File: src/rtl/vedic_mul16_sequencer_if.sv
// Operand/result handshake bundle for vedic_mul16_sequencer.
// The master side issues operands and consumes products; the slave side is the multiplier.
interface vedic_mul16_sequencer_if #(
  parameter int DATA_WIDTH = 16
) ();
  logic                      clear;
  logic                      in_valid;
  logic                      in_ready;
  logic [DATA_WIDTH-1:0]     a;
  logic [DATA_WIDTH-1:0]     b;
  logic                      out_valid;
  logic                      out_ready;
  logic [2*DATA_WIDTH-1:0]   product;
  logic                      busy;

  modport master (
    output clear, in_valid, a, b, out_ready,
    input  in_ready, out_valid, product, busy
  );

  modport slave (
    input  clear, in_valid, a, b, out_ready,
    output in_ready, out_valid, product, busy
  );
endinterface

File: src/rtl/vedic_mul16_sequencer.sv
// Area-lean 16x16 unsigned multiplier: one Vedic 8x8 core is reused over four cycles,
// one partial product per cycle, shift-accumulated into a 32-bit result.

module vedic_8_x_8 (
  input  logic [7:0]  a_i,
  input  logic [7:0]  b_i,
  output logic [15:0] p_o
);
  // Urdhva-tiryagbhyam 2x2 cell: AND gates plus half adders, no '*' operator.
  function automatic logic [3:0] vedic2(input logic [1:0] x, input logic [1:0] y);
    logic c;
    c = x[1] & y[0] & x[0] & y[1];
    return {x[1] & y[1] & c, (x[1] & y[1]) ^ c, (x[1] & y[0]) ^ (x[0] & y[1]), x[0] & y[0]};
  endfunction

  function automatic logic [7:0] vedic4(input logic [3:0] x, input logic [3:0] y);
    return 8'(vedic2(x[1:0], y[1:0]))
         + (8'(vedic2(x[3:2], y[1:0])) << 2)
         + (8'(vedic2(x[1:0], y[3:2])) << 2)
         + (8'(vedic2(x[3:2], y[3:2])) << 4);
  endfunction

  assign p_o = 16'(vedic4(a_i[3:0], b_i[3:0]))
             + (16'(vedic4(a_i[7:4], b_i[3:0])) << 4)
             + (16'(vedic4(a_i[3:0], b_i[7:4])) << 4)
             + (16'(vedic4(a_i[7:4], b_i[7:4])) << 8);
endmodule

module vedic_mul16_sequencer #(
  parameter int DATA_WIDTH = 16,
  parameter int HALF_WIDTH = 8
) (
  input  logic                   clk,
  input  logic                   rst_n,
  vedic_mul16_sequencer_if.slave bus
);
  localparam int PROD_W = 2 * DATA_WIDTH;

  if (HALF_WIDTH != 8 || DATA_WIDTH != 2 * HALF_WIDTH) begin : g_bad_width
    $error("vedic_mul16_sequencer: HALF_WIDTH must be 8 and DATA_WIDTH 2*HALF_WIDTH");
  end

  typedef enum logic [2:0] {
    ST_IDLE = 3'd0,
    ST_MUL0 = 3'd1,
    ST_MUL1 = 3'd2,
    ST_MUL2 = 3'd3,
    ST_MUL3 = 3'd4,
    ST_DONE = 3'd5
  } state_e;

  state_e                  state_q;
  logic [DATA_WIDTH-1:0]   a_q, b_q;
  logic [PROD_W-1:0]       acc_q, acc_d;
  logic [PROD_W-1:0]       product_q;
  logic                    out_valid_q, in_ready_q, busy_q;

  logic [HALF_WIDTH-1:0]   core_a, core_b;
  logic [2*HALF_WIDTH-1:0] core_p;
  logic [PROD_W-1:0]       pp_shifted;

  vedic_8_x_8 u_core (
    .a_i (core_a),
    .b_i (core_b),
    .p_o (core_p)
  );

  // Operand-half select and partial-product alignment for the current MUL state.
  always_comb begin
    // NOTE: every always_comb output gets a default first so no path infers a latch.
    core_a     = a_q[HALF_WIDTH-1:0];
    core_b     = b_q[HALF_WIDTH-1:0];
    pp_shifted = PROD_W'(core_p);
    unique case (state_q)
      ST_MUL1: begin
        core_a     = a_q[DATA_WIDTH-1:HALF_WIDTH];
        pp_shifted = PROD_W'(core_p) << HALF_WIDTH;
      end
      ST_MUL2: begin
        core_b     = b_q[DATA_WIDTH-1:HALF_WIDTH];
        pp_shifted = PROD_W'(core_p) << HALF_WIDTH;
      end
      ST_MUL3: begin
        core_a     = a_q[DATA_WIDTH-1:HALF_WIDTH];
        core_b     = b_q[DATA_WIDTH-1:HALF_WIDTH];
        pp_shifted = PROD_W'(core_p) << DATA_WIDTH;
      end
      default: ;
    endcase
    acc_d = acc_q + pp_shifted;
  end

  always_ff @(posedge clk or negedge rst_n) begin
    // NOTE: state uses non-blocking assignments so every register samples pre-edge values.
    if (!rst_n) begin
      state_q     <= ST_IDLE;
      a_q         <= '0;
      b_q         <= '0;
      acc_q       <= '0;
      product_q   <= '0;
      out_valid_q <= 1'b0;
      in_ready_q  <= 1'b1;
      busy_q      <= 1'b0;
    end else if (bus.clear) begin
      // Abort wins over everything; product and operands are deliberately left alone.
      state_q     <= ST_IDLE;
      acc_q       <= '0;
      out_valid_q <= 1'b0;
      in_ready_q  <= 1'b1;
      busy_q      <= 1'b0;
    end else begin
      unique case (state_q)
        ST_IDLE: begin
          if (bus.in_valid) begin
            a_q        <= bus.a;
            b_q        <= bus.b;
            acc_q      <= '0;
            state_q    <= ST_MUL0;
            in_ready_q <= 1'b0;
            busy_q     <= 1'b1;
          end
        end
        ST_MUL0: begin
          acc_q   <= acc_d;
          state_q <= ST_MUL1;
        end
        ST_MUL1: begin
          acc_q   <= acc_d;
          state_q <= ST_MUL2;
        end
        ST_MUL2: begin
          acc_q   <= acc_d;
          state_q <= ST_MUL3;
        end
        ST_MUL3: begin
          acc_q       <= acc_d;
          product_q   <= acc_d;
          out_valid_q <= 1'b1;
          state_q     <= ST_DONE;
        end
        ST_DONE: begin
          if (bus.out_ready) begin
            out_valid_q <= 1'b0;
            in_ready_q  <= 1'b1;
            busy_q      <= 1'b0;
            state_q     <= ST_IDLE;
          end
        end
        default: begin
          state_q     <= ST_IDLE;
          acc_q       <= '0;
          out_valid_q <= 1'b0;
          in_ready_q  <= 1'b1;
          busy_q      <= 1'b0;
        end
      endcase
    end
  end

  assign bus.in_ready  = in_ready_q;
  assign bus.out_valid = out_valid_q;
  assign bus.product   = product_q;
  assign bus.busy      = busy_q;
endmodule

File: src/flat_wrapper.sv
// flat-port wrapper written by rule: the top's interface ports become plain ports
module vedic_mul16_sequencer_flat 
#(
  parameter int DATA_WIDTH = 16,
  parameter int HALF_WIDTH = 8
)
  (clk, rst_n, bus_clear, bus_in_valid, bus_a, bus_b, bus_out_ready, bus_in_ready, bus_out_valid, bus_product, bus_busy);
  vedic_mul16_sequencer_if #(.DATA_WIDTH(DATA_WIDTH)) bus_i ();
  input  logic clk;
  input  logic rst_n;
  input wire logic [$bits(bus_i.clear)-1:0] bus_clear;
  input wire logic [$bits(bus_i.in_valid)-1:0] bus_in_valid;
  input wire logic [$bits(bus_i.a)-1:0] bus_a;
  input wire logic [$bits(bus_i.b)-1:0] bus_b;
  input wire logic [$bits(bus_i.out_ready)-1:0] bus_out_ready;
  output wire logic [$bits(bus_i.in_ready)-1:0] bus_in_ready;
  output wire logic [$bits(bus_i.out_valid)-1:0] bus_out_valid;
  output wire logic [$bits(bus_i.product)-1:0] bus_product;
  output wire logic [$bits(bus_i.busy)-1:0] bus_busy;
  assign bus_i.clear = bus_clear;
  assign bus_i.in_valid = bus_in_valid;
  assign bus_i.a = bus_a;
  assign bus_i.b = bus_b;
  assign bus_i.out_ready = bus_out_ready;
  assign bus_in_ready = bus_i.in_ready;
  assign bus_out_valid = bus_i.out_valid;
  assign bus_product = bus_i.product;
  assign bus_busy = bus_i.busy;
  vedic_mul16_sequencer #(.DATA_WIDTH(DATA_WIDTH), .HALF_WIDTH(HALF_WIDTH)) u_core (.clk(clk), .rst_n(rst_n), .bus(bus_i));
endmodule
File: config.mk
export PLATFORM = sky130hd
export DESIGN_NAME = vedic_mul16_sequencer_flat
export DESIGN_NICKNAME = d
export VERILOG_FILES = /design/src/rtl/vedic_mul16_sequencer_if.sv /design/src/rtl/vedic_mul16_sequencer.sv /design/src/flat_wrapper.sv
export SDC_FILE = /design/constraint.sdc
export NUM_CORES = 1
export LEC_CHECK = 0
export BUFFER_PORTS_ARGS = -buffer_cell sky130_fd_sc_hd__buf_2
export CAP_MARGIN = 20
export CORE_ASPECT_RATIO = 1.5
export CORE_MARGIN = 10
export CORE_UTILIZATION = 38
export DETAILED_ROUTE_END_ITERATION = 6
export GPL_TIMING_DRIVEN = 0
export SLEW_MARGIN = 25
export SYNTH_ARGS = -nofsm -noshare
export SYNTH_HDL_FRONTEND = slang
export SYNTH_SLANG_ARGS = --single-unit
File: constraint.sdc
create_clock -name clk -period 9.1 [get_ports clk]
set_input_delay 0.91 -clock clk [delete_from_list [all_inputs] [get_ports clk]]
set_output_delay 0.91 -clock clk [all_outputs]
set_load 0.02 [all_outputs]
# Word-level counts from Yosys, hierarchy flattened
# Index checks and enable logic that the tools add are counted.
# word_totals
reg_bits,102
inputBits,37
out_inout_bits,35
elab_cells,211
# classes
n_addsub,16
n_eq_ne,10
mux,20
bitwise,145
n_reduce_logical,12
# ops
operator,n
$and 1x1->1,112
$pmux 32 s3,1
$mux 32,2
$pmux 32 s2,1
$add 32x32->32,1
$add 7x6->8,4
$add 8x8->8,4
$xor 1x1->1,32
$add 4x6->7,4
$pmux 3 s6,1
$add 16x16->16,1
$mux 8,2
$add 13x12->14,1
$add 8x12->13,1
$mux 3,3
$pmux 1 s3,3
$reduce_and 2->1,4
$reduce_or 4->1,2
$mux 1,7
$eq 3x2->1 const B,2
$eq 3x3->1 const B,2
$ne 3x3->1 const B,2
$reduce_and 3->1,2
$reduce_or 2->1,3
5 further kinds,6

# Logic depth before layout (Yosys ltp)
# Gate-level depths: netlist of run 1.
# logic_depth
ltp_word,17
ltp_mapped,43
ltp_nobuf,40

# Modules after synthesis
# Synthesis of run 1 repeated with hierarchy kept, for this count alone.
# hier_totals
hier_cells,934
hier_area_um2,8531.9
# by_module_without_submodules
module,n_inst,cells_per_inst,area_each_um2,seq_area_each_um2
vedic_mul16_sequencer,1,615,6100.9,2553.7
vedic_8_x_8,1,319,2431.1,0.0

# Least setup slack after synthesis of run 1
# OpenSTA, ideal clock, no wires.
# synth_timing
path_type,register -> register
start,reg u_core.state_q[1]
end,reg u_core.acc_q[28]
setup_ps,134
arrival_time_ps,7983
required_time_ps,8966
slack_ps,983
stages_incl_launch_ff,42
path_buffers,3
period_less_slack_ps,8117
path_cell_list,dfrtp_1 -> buf_4 -> nand2b_1 -> a21oi_1 -> buf_4 -> mux2i_1 -> or2_2 -> nor3_1 -> ha_1 -> inv_1 -> fa_1 -> inv_1 -> ha_1 -> a21o_1 -> a21oi_1 -> xor2_1 -> fa_1 -> inv_1 -> [... 6 more ...] -> a21oi_1 -> xnor2_1 -> ha_1 -> or2_2 -> a21oi_1 -> nor4b_2 -> xnor2_1 -> o22ai_1 -> ha_1 -> clkbuf_1 -> a21oi_1 -> o21bai_1 -> a21oi_1 -> nor2_1 -> o41ai_1 -> and2_1 -> xor2_1 -> o21ai_0
# synth_via
elab_chain_cells,17
word_cells_on_any_way,178
classes_between,add/sub (16); eq/ne (7); mux (5); bitwise (144); reduce/logical (6)
# synth_lines
item,line_no,text
start: declaration,vedic_mul16_sequencer.sv:52,state_e state_q;
start signal: assignment,vedic_mul16_sequencer.sv:96,state_q <= ST_IDLE;
start signal: assignment,vedic_mul16_sequencer.sv:106,state_q <= ST_IDLE;
start signal: assignment,vedic_mul16_sequencer.sv:118,state_q <= ST_MUL0;
$eq 3x2->1 / $eq 3x3->1 (equally long branches),"vedic_mul16_sequencer.sv:74, vedic_mul16_sequencer.sv:112",
$reduce_or 2->1 (no line),n/a,
$mux 8,vedic_mul16_sequencer.sv:74,unique case (state_q)
$and 1x1->1,"vedic_mul16_sequencer.sv:12, vedic_mul16_sequencer.sv:13",
$and 1x1->1 (2 in a row),vedic_mul16_sequencer.sv:12,c = x[1] & y[0] & x[0] & y[1];
$xor 1x1->1 / $and 1x1->1 (equally long branches),vedic_mul16_sequencer.sv:13,"return {x[1] & y[1] & c, (x[1] & y[1]) ^ c, (x[1] & y[0]) ^ (x[0] & y[1]), x[0] & y[0]};"
$add 4x6->7,vedic_mul16_sequencer.sv:18,"+ (8'(vedic2(x[3:2], y[1:0])) << 2)"
$add 7x6->8,vedic_mul16_sequencer.sv:19,"+ (8'(vedic2(x[1:0], y[3:2])) << 2)"
$add 8x8->8,vedic_mul16_sequencer.sv:20,"+ (8'(vedic2(x[3:2], y[3:2])) << 4);"
$add 8x12->13,vedic_mul16_sequencer.sv:24,"+ (16'(vedic4(a_i[7:4], b_i[3:0])) << 4)"
$add 13x12->14,vedic_mul16_sequencer.sv:25,"+ (16'(vedic4(a_i[3:0], b_i[7:4])) << 4)"
$add 16x16->16,vedic_mul16_sequencer.sv:26,"+ (16'(vedic4(a_i[7:4], b_i[7:4])) << 8);"
$pmux 32 s2,vedic_mul16_sequencer.sv:74,
$add 32x32->32,vedic_mul16_sequencer.sv:90,acc_d = acc_q + pp_shifted;
$pmux 32 s3,vedic_mul16_sequencer.sv:112,unique case (state_q)
$mux 32,vedic_mul16_sequencer.sv:104,end else if (bus.clear) begin
end signal: assignment,vedic_mul16_sequencer.sv:99,acc_q <= '0;
end signal: assignment,vedic_mul16_sequencer.sv:107,acc_q <= '0;
end signal: assignment,vedic_mul16_sequencer.sv:117,acc_q <= '0;
end: declaration,vedic_mul16_sequencer.sv:54,"logic [PROD_W-1:0] acc_q, acc_d;"
# Several ways; a longest one is shown, not always the timed one.
# A chain may end at the register's enable or synchronous reset.

# Worst setup path after layout of run 1
# layout_timing
start,reg u_core.state_q[1]
end,reg u_core.acc_q[29]
# Same word-level chain as after synthesis.

==> qor.yml, run 1 <==
timing:
  hold_viol: 0
  worstMarginPinSlew_ns: 0.928
  fmax_mhz: 116
  drv_slew: 0
  setup_ws_ns: 0.463
  maxSlewHeadroom_pct: 36.4
  setup_viol: 0
  fin_crit_ns: 8.64
  fin_skew_ns: 0.0122
  final.period_utilization_pct: 94.9
setup_path:
  arrival_ns: 8.87
  path_max_fanout: 10
  r2r_start: "u_core.state_q[1]"
  crit_top_cell: "ha_1"
  setup.worst_path.end: "u_core.acc_q[29]"
  required_ns: 9.34
  crit_slowest_cell: "fa_1"
  worstRegToRegCells: 40
  reg2reg_slack_ns: 0.46
  critPathKind: "reg2reg"
  worstReg2RegEnd: "u_core.acc_q[29]"
  critPathLaunchType: "flip-flop"
  end_kind: "flip-flop"
  cpPeakStageDelay_ns: 0.53
  crit_path_start: "u_core.state_q[1]"
yosys:
  synthesis.area_sq_um: 8210
  async_flop_share_pct: 100
  synth_most_common_cell: "dfrtp_1"
  synth_commonest_cells: "101 x dfrtp_1, 83 x inv_1, 82 x nor2_1"
  yosysSeqAreaShare_pct: 31.1
  yosysUniqueCellTypes: 58
  yosys.area.top_type: "dfrtp_1"
  yosys-top-cells-area: "dfrtp_1 31%, ha_1 12%, mux2_2 6.9%, fa_1 6.6%, xnor2_1 5.2%"
  synthFlopType: "dfrtp_1"
  synth_warnings: 0
  netlist_instances: 885
  ys_ff_latch: 102
  yosys.area.top_type_share_pct: 30.8
  synth.avg_cell_area_sq_um: 9.27
  syn_nets: 1029
  synth_edf_count: 0
drt:
  drc: 0
  drt_first_pass_iters: 4
  viasPerCell: 5.17
  drt_iter0_markers: 345
  routedWlPerCell_um: 16.1
  vias: 6455
  drtAntennaViolNets: 0
  routed_wl_mm: 20.1
final_layout:
  drive_above_1_share_pct: 21.5
  finalNetCount: 1120
  syn_to_final_growth_pct: 16.1
  fin_util_pct: 45.0
  seq_area_sq_um: 2550
  antennaDiodeCount: 0
  multi_input_area_sq_um: 5380
  fin_area_sq_um: 9520
  fillers: 2110
clocking:
  insertion_delay_ns: 0.36
  cts_root_buf: "clkbuf_16"
  h-tree-depth: 3
  cts.path.max_buffers: 2
  cts.sinks: 102
  numCtsBuffers: 9
  tritoncts: "built"
  hold_buffers: 0
  clkTransAtPathRegs_ns: 0.07
placement:
  hpwl_mm: 16.2
  dpl_cell_area_sq_um: 8930
  place_ws_ns: -0.479
  gp_congestion: 0.896
  io_buffers: 70
grt:
  grt_usage_pct: 14.5
  antenna_found_initial: 1
  first_global_vias: 6733
  grt_overflow: 0
  grt_pass1_wl_mm: 33.3
  grt_max_degree: 70
status:
  status: "complete, no violations"
min_path:
  hold_path_class: "in2async"
die:
  num_io_pins: 72
  num_rows: 65
  coreArea_sq_um: 21100
  fp.dieH_um: 200
  dieArea_sq_um: 28000
  fp.dieW_um: 140
  initial_utilization_pct: 38.8
flow_run:
  cap_viol_max_count: 0
## layer usage
metal	up-vias	global-route usage [%]	wire length (um)
li1	3228	-	-
met1	3085	16.1	8400
met2	109	26.6	10300
met3	31	3.26	872
met4	2	5.25	461
met5	-	0	20
## registers in the layout (all words and copies together) (netlist names)
signal and flops:
u_core.acc_q 32, u_core.state_q 3, u_core.bus.product 32, u_core.bus.busy 1, u_core.bus.in_ready 1, u_core.b_q 16, u_core.a_q 16, u_core.bus.out_valid 1
## timing repair
item | 4_1_cts | 5_1_grt
setup endpoints to repair | 21 | 32
pin swaps | 1 | 4
buffers inserted | 0 | 10
gates resized for setup | 15 | 35
## layout make-up
| type | count | share of cell area (%) |
|---|---|---|
| multi-input cells | 668 | 56.5 |
| flip-flops and latches | 102 | 26.8 |
| repair buffers | 81 | 4.82 |
| well taps | 268 | 3.52 |
| inverters | 83 | 3.27 |
| clock buffers | 13 | 2.63 |
| plain buffers | 31 | 1.76 |
| clock inverters | 3 | 0.709 |
## cells in the final DEF (no fill, tap or decap), types with 5 or more instances in the layout
master,netlist,layout
nand2b_1,8,8
a21o_1,21,21
mux2_2,50,50
o21ai_0,48,47
nor3_1,12,11
dfrtp_1,101,101
nor2_1,82,81
o21ai_1,8,9
mux2i_4,0,5
buf_4,2,12
a21oi_2,3,6
clkbuf_16,0,9
buf_2,6,73
a21oi_1,57,54
nand2_1,67,65
or3_1,5,5
or2_2,14,14
nand4_1,5,5
ha_1,80,80
fa_1,27,27
buf_6,1,6
o22ai_1,9,9
clkbuf_1,18,18
xor2_1,21,21
mux2i_1,15,6
o21bai_1,11,9
inv_1,83,83
mux2i_2,1,5
xnor2_2,0,5
xnor2_1,49,44
and3_1,5,5
a22o_1,18,18
## cell families after synthesis
logic type | after synthesis | share of synthesized area, %
AOI/OAI and AO/OA | 205 | 15.9
muxes | 66 | 8.86
and+or+nand+nor | 220 | 12.3
adders and majority gates | 107 | 18.8
buffers and inverters | 115 | 5.55
xor gates and xnor gates | 70 | 7.47
DFF | 102 | 31.1
## critical path, delay by kind of cell, from the launching register on
kind,cells,cell delay [ns]
adder cells (fa/ha/maj),8,2.90
multiplexers,1,0.27
buffers and inverters,5,0.74
AO/OA/AOI/OAI,14,2.34
XOR/XNOR,4,0.69
flip-flops,1,0.43
AND/OR/NAND/NOR,8,1.14
## worst min-delay path by stage
| stage | to | slack [ns] | cells past startpoint |
|---|---|---|---|
| after global routing | u_core.a_q[1] | 0.44 | 1 |
| after CTS | u_core.a_q[1] | 0.44 | 1 |
| after global placement | u_core.bus.busy | 0.46 | 2 |
| after detailed placement | u_core.bus.product[14] | 0.47 | 2 |
| final | u_core.a_q[1] | 0.43 | 1 |
| after floorplan | u_core.acc_q[14] | 0.46 | 2 |
## through the flow
| stage | setup TNS, ns | hold slack, ns | cells |
|---|---|---|---|
| after floorplan | 0 | 0.456 | 885 |
| after global placement | -6.42 | 0.460 | 1223 |
| after detailed placement | -4.79 | 0.468 | 1224 |
| after CTS | 0 | 0.437 | 1240 |
| after global routing | -0.323 | 0.439 | 1249 |
| final | 0 | 0.427 | 1249 |
Power of run 1 is left out: the tool's default activity adds up to more than one toggle a clock period on the data nets, which glitch-free logic cannot reach.
==> inputs of run 2 (changes only) <==
--- a/config.mk
+++ b/config.mk
@@ -5,7 +5,7 @@
 export SDC_FILE = /design/constraint.sdc
 export NUM_CORES = 1
 export LEC_CHECK = 0
-export BUFFER_PORTS_ARGS = -buffer_cell sky130_fd_sc_hd__buf_2
+export BUFFER_PORTS_ARGS = -buffer_cell sky130_fd_sc_hd__clkbuf_2
 export CAP_MARGIN = 20
 export CORE_ASPECT_RATIO = 1.5
 export CORE_MARGIN = 10
==> run 2 against run 1 <==
  * Non-clock buffer count is 3 higher
  * Die area is the same
  * Maximum frequency rose by 0.28%
  * Critical path depth rose by 1
  * Clock skew shrank 0.0032 ns
  * Setup slack gained 0.024 ns
  * Routed wire length fell by 0.36%
  * Hold slack gained 0.049 ns
  * Clock-buffer cell count is 2 lower
  * Sequential share of layout area hardly changed
  * Sequential cell count unchanged
  * Largest cell class unchanged
==> qor.yml, run 2 (same netlist as run 1, synthesis figures left out) <==
clocking:
  cts.sinks: 102  # unchanged
  cts_root_buf: "clkbuf_16"  # unchanged
  insertion_delay_ns: 0.36  # about the same
  hold_buffers: 0  # unchanged
  cts.path.max_buffers: 2  # unchanged
  numCtsBuffers: 9  # unchanged
  tritoncts: "built"  # unchanged
  h-tree-depth: 3  # unchanged
  clkTransAtPathRegs_ns: 0.07  # about the same
drt:
  routed_wl_mm: 20.0  # was 20.1 mm
  vias: 6457  # was 6455
  viasPerCell: 5.16  # was 5.17
  dr_wl_met2_mm: 10.4  # was 10.3 mm
  drc: 0  # unchanged
  drtAntennaViolNets: 0  # unchanged
  drt_first_pass_iters: 4  # unchanged
  wl_met3_um: 909  # was 872 um
  highest_layer: "met5"  # unchanged
  routedWlPerCell_um: 16.0  # was 16.1 um
  met1_length_mm: 8.25  # was 8.40 mm
  drt_iter0_markers: 281  # was 345
die:
  fp.dieH_um: 200  # unchanged
  dieArea_sq_um: 28000  # unchanged
  num_rows: 65  # unchanged
  fp.dieW_um: 140  # unchanged
  initial_utilization_pct: 38.8  # unchanged
  num_io_pins: 72  # unchanged
  coreArea_sq_um: 21100  # unchanged
final_layout:
  fillers: 2144  # was 2110
  final_cell_mix: "101 x dfrtp_1, 83 x inv_1, 81 x nor2_1"  # unchanged
  drive_above_1_share_pct: 22.1  # was 21.5%
  syn_to_final_growth_pct: 16.2  # was 16.1%
  finalNetCount: 1123  # was 1120
  antennaDiodeCount: 0  # unchanged
  final_cells: 1252  # was 1249
  layout_commonest_cell: "dfrtp_1"  # unchanged
placement:
  gp_congestion: 0.890  # was 0.896
  hpwl_mm: 16.2  # about the same
  placedCellCount: 1224  # unchanged
  io_buffers: 70  # unchanged
grt:
  first_global_vias: 6671  # was 6733
  grt_max_degree: 58  # was 70
  grt_overflow: 0  # unchanged
  grt_pass1_wl_mm: 32.9  # was 33.3 mm
  grt_usage_pct: 14.4  # was 14.5%
  antenna_found_initial: 2  # was 1
setup_path:
  critPathLaunchType: "flip-flop"  # unchanged
  reg2reg_slack_ns: 0.49  # was 0.46 ns
  cpPeakStageDelay_ns: 0.60  # was 0.53 ns
  required_ns: 9.33  # was 9.34 ns
  end_kind: "flip-flop"  # unchanged
  worstRegToRegCells: 41  # was 40
  arrival_ns: 8.85  # was 8.87 ns
  worstReg2RegEnd: "u_core.acc_q[29]"  # unchanged
  critPathKind: "reg2reg"  # unchanged
  crit_slowest_cell: "fa_1"  # unchanged
  r2r_start: "u_core.state_q[1]"  # unchanged
  path_max_fanout: 10  # unchanged
  crit_top_cell: "ha_1"  # unchanged
min_path:
  hold_path_end: "u_core.bus.in_ready"
  hold_start: "u_core.bus.in_ready"
  whs_path_depth: 2
  hold_path_class: "reg2reg"  # was in2async
timing:
  fin_crit_ns: 8.61  # was 8.64 ns
  setup_viol: 0  # unchanged
  final.period_utilization_pct: 94.6  # was 94.9%
  worstMarginPinSlew_ns: 0.754  # was 0.928 ns
  drv_slew: 0  # unchanged
  maxSlewHeadroom_pct: 48.3  # was 36.4%
  fin_skew_ns: 0.00900  # was 0.0122 ns
  fmax_mhz: 116  # about the same
  hold_viol: 0  # unchanged
status:
  status: "complete, no violations"  # unchanged
flow_run:
  cap_viol_max_count: 0  # unchanged
[run 2: worst max-delay path by stage]
| stage | from | end | slack, ns |
|---|---|---|---|
| 2_1_floorplan | u_core.state_q[1] | u_core.acc_q[28] | 0.98 |
| 3_3_place_gp | u_core.state_q[1] | u_core.acc_q[28] | -0.54 |
| 3_5_place_dp | u_core.state_q[2] | u_core.bus.product[28] | -0.58 |
| 4_1_cts | u_core.state_q[0] | u_core.bus.product[28] | 0.01 |
| 5_1_grt | u_core.state_q[1] | u_core.acc_q[30] | -0.04 |
| 6_report | u_core.state_q[1] | u_core.acc_q[29] | 0.49 |
[run 2: worst max-delay path: cells and delay by family, from the launching register on]
kind / cells / cell delay [ns]
adder cells (fa/ha/maj): 7 / 2.68
buffers and inverters: 6 / 0.68
XOR/XNOR: 4 / 0.65
flip-flops: 1 / 0.43
multiplexers: 1 / 0.32
AO/OA/AOI/OAI: 15 / 2.50
AND/OR/NAND/NOR: 8 / 1.20
[run 2: area by class of cell]
| cell class | count | area [sq um] | area share [%] |
|---|---|---|---|
| Multi-Input combinational cell | 668 | 5380 | 56.4 |
| Tap cell | 268 | 335 | 3.52 |
| Inverter | 83 | 312 | 3.27 |
| Sequential cell | 102 | 2550 | 26.8 |
| Clock buffer | 11 | 243 | 2.55 |
| Clock inverter | 5 | 58.8 | 0.617 |
| Buffer | 30 | 160 | 1.68 |
| Timing Repair Buffer | 85 | 492 | 5.16 |
[run 2: stage by stage]
stage / TNS, ns / utilization, % / hold slack [ns] / cell area, sq um / worst slack, ns
after global routing: -0.0865 / 45.1 / 0.508 / 9530 / -0.0399
after CTS: 0 / 44.0 / 0.481 / 9300 / 0.00992
after global placement: -5.72 / 42.1 / 0.464 / 8890 / -0.539
after detailed placement: -5.55 / 42.2 / 0.469 / 8930 / -0.580
after floorplan: 0 / - / 0.456 / 8210 / 0.983
final: 0 / 45.1 / 0.476 / 9530 / 0.487
[run 2: per-layer routing]
metal	up-vias	global-route usage [%]
met5	-	0
met4	4	4.83
met3	32	3.33
met2	116	26.8
li1	3228	-
met1	3077	15.6
[run 2: repair_timing]
item                                    4_1_cts  5_1_grt
pin swaps                                     1        4
buffers inserted                              0       14
hold endpoints to repair                      0        0
endpoints found under the setup margin       20       34
gates resized for setup                      14       38
Power of run 2 is left out for the same reason.
==> inputs of run 3 (changes only) <==
--- a/config.mk
+++ b/config.mk
@@ -9,7 +9,7 @@
 export CAP_MARGIN = 20
 export CORE_ASPECT_RATIO = 1.5
 export CORE_MARGIN = 10
-export CORE_UTILIZATION = 38
+export CORE_UTILIZATION = 35
 export DETAILED_ROUTE_END_ITERATION = 6
 export GPL_TIMING_DRIVEN = 0
 export SLEW_MARGIN = 25
==> run 3 against run 2 <==
  * Via count fell by 0.12%
  * Hold slack got worse by 0.029 ns
  * Critical path depth fell by 2
  * Final cell count rose by 3.7%
  * Register-to-register slack improved by 0.03 ns
  * Clock-buffer cell count rose by 1
  * Non-clock buffer count fell by 1
  * Clock skew barely moved
  * Highest routed layer is now met4
  * Global-route usage fell by 0.76 points
==> qor.yml, run 3 (same netlist as run 1, synthesis figures left out) <==
final_layout:
  fin_area_sq_um: 9670  # was 9530 sq um
  layout_commonest_cell: "dfrtp_1"  # unchanged
  multi_input_area_sq_um: 5440  # was 5380 sq um
  fillers: 2294  # was 2144
  fin_util_pct: 41.9  # was 45.1%
  antennaDiodeCount: 0  # unchanged
  drive_above_1_share_pct: 22.9  # was 22.1%
  final_cell_mix: "100 x dfrtp_1, 83 x inv_1, 81 x nor2_1"  # was 101 x dfrtp_1, 83 x inv_1, 81 x nor2_1
  finalNetCount: 1122  # was 1123
  seq_area_sq_um: 2550  # about the same
  syn_to_final_growth_pct: 17.8  # was 16.2%
drt:
  routedWlPerCell_um: 15.8  # was 16.0 um
  routed_wl_mm: 20.5  # was 20.0 mm
  viasPerCell: 4.97  # was 5.16
  vias: 6449  # was 6457
  drtAntennaViolNets: 0  # unchanged
  drt_first_pass_iters: 5  # was 4
  drc: 0  # unchanged
  drt_iter0_markers: 328  # was 281
setup_path:
  end_kind: "flip-flop"  # unchanged
  crit_top_cell: "ha_1"  # unchanged
  arrival_ns: 8.82  # was 8.85 ns
  crit_slowest_cell: "fa_1"  # unchanged
  critPathLaunchType: "flip-flop"  # unchanged
  required_ns: 9.34  # was 9.33 ns
  critPathKind: "reg2reg"  # unchanged
  path_max_fanout: 10  # unchanged
  cpPeakStageDelay_ns: 0.59  # was 0.60 ns
die:
  dieArea_sq_um: 30100  # was 28000 sq um
  num_rows: 68  # was 65
  num_io_pins: 72  # unchanged
  fp.dieW_um: 145  # was 140 um
  initial_utilization_pct: 35.6  # was 38.8%
  coreArea_sq_um: 23100  # was 21100 sq um
  fp.dieH_um: 208  # was 200 um
timing:
  tns_ns: 0  # unchanged
  final.period_utilization_pct: 94.3  # was 94.6%
  worstMarginPinSlew_ns: 0.866  # was 0.754 ns
  fin_crit_ns: 8.58  # was 8.61 ns
  fmax_mhz: 117  # was 116 MHz
  hold_viol: 0  # unchanged
  whs_ns: 0.447  # was 0.476 ns
  fin_skew_ns: 0.00920  # was 0.00900 ns
  setup_viol: 0  # unchanged
  maxSlewHeadroom_pct: 40.6  # was 48.3%
  drv_slew: 0  # unchanged
grt:
  grt_max_degree: 68  # was 58
  grt_pass1_wl_mm: 33.9  # was 32.9 mm
  first_global_vias: 6665  # was 6671
  grt_usage_pct: 13.6  # was 14.4%
  antenna_found_initial: 0  # was 2
  grt_overflow: 0  # unchanged
clocking:
  numCtsBuffers: 9  # unchanged
  h-tree-depth: 3  # unchanged
  cts_root_buf: "clkbuf_16"  # unchanged
  cts.path.max_buffers: 2  # unchanged
  clkTransAtPathRegs_ns: 0.07  # about the same
  insertion_delay_ns: 0.37  # was 0.36 ns
  tritoncts: "built"  # unchanged
  hold_buffers: 0  # unchanged
  cts.sinks: 102  # unchanged
placement:
  hpwl_mm: 16.3  # was 16.2 mm
  io_buffers: 70  # unchanged
  gp_congestion: 0.845  # was 0.890
  dpl_cell_area_sq_um: 8990  # was 8930 sq um
min_path:
  hold_path_class: "in2async"  # was reg2reg
status:
  status: "complete, no violations"  # unchanged
flow_run:
  cap_viol_max_count: 0  # unchanged
==> run 3: metrics by stage <==
step | setup slack (ns) | cells
2_1_floorplan | 0.983 | 885
3_3_place_gp | -0.437 | 1270
3_5_place_dp | -0.473 | 1271
4_1_cts | 0.00336 | 1292
5_1_grt | -0.0211 | 1298
6_report | 0.519 | 1298
==> run 3: layer usage <==
metal	track usage (%)	routed length, um	vias up
met5	0	0	-
met3	2.64	716	26
met4	4.86	404	0
met1	15.5	8480	3099
li1	-	-	3223
met2	24.6	10900	101
==> run 3: layout make-up <==
class	count	area share, %
clock inverters	4	0.556
repair buffers	83	4.93
flip-flops and latches	102	26.4
plain buffers	31	1.73
multi-input cells	668	56.3
clock buffers	12	2.76
inverters	83	3.22
well taps	315	4.08
==> run 3: what timing repair did <==
item / CTS / global route
cloned: 0 / 0
pin swaps: 1 / 12
setup endpoints to repair: 25 / 34
gates resized for setup: 16 / 45
buffers inserted: 5 / 7
==> run 3: final timing paths <==
check	start	endpoint	slack, ns	depth (start not counted)
max in group asynchronous	rst_n	u_core.acc_q[24]	8.03	2
min	rst_n	u_core.bus.busy	0.45	1
max reg2reg	u_core.state_q[1]	u_core.bus.product[28]	0.52	39
max	u_core.state_q[1]	u_core.bus.product[28]	0.52	39
min reg2reg	u_core.bus.product[16]	u_core.bus.product[16]	0.48	2
min in group clk	u_core.bus.product[16]	u_core.bus.product[16]	0.48	2
==> run 3: worst max-delay path: cells and delay by family, from the launching register on <==
kind                       cells  cell delay, ns
adders and majority gates      7            2.60
and+or+nand+nor                6            0.97
DFF                            1            0.43
AOI/OAI and AO/OA             15            2.70
muxes                          1            0.27
buffers and inverters          6            0.77
xor gates and xnor gates       4            0.72
Power of run 3 is left out for the same reason.
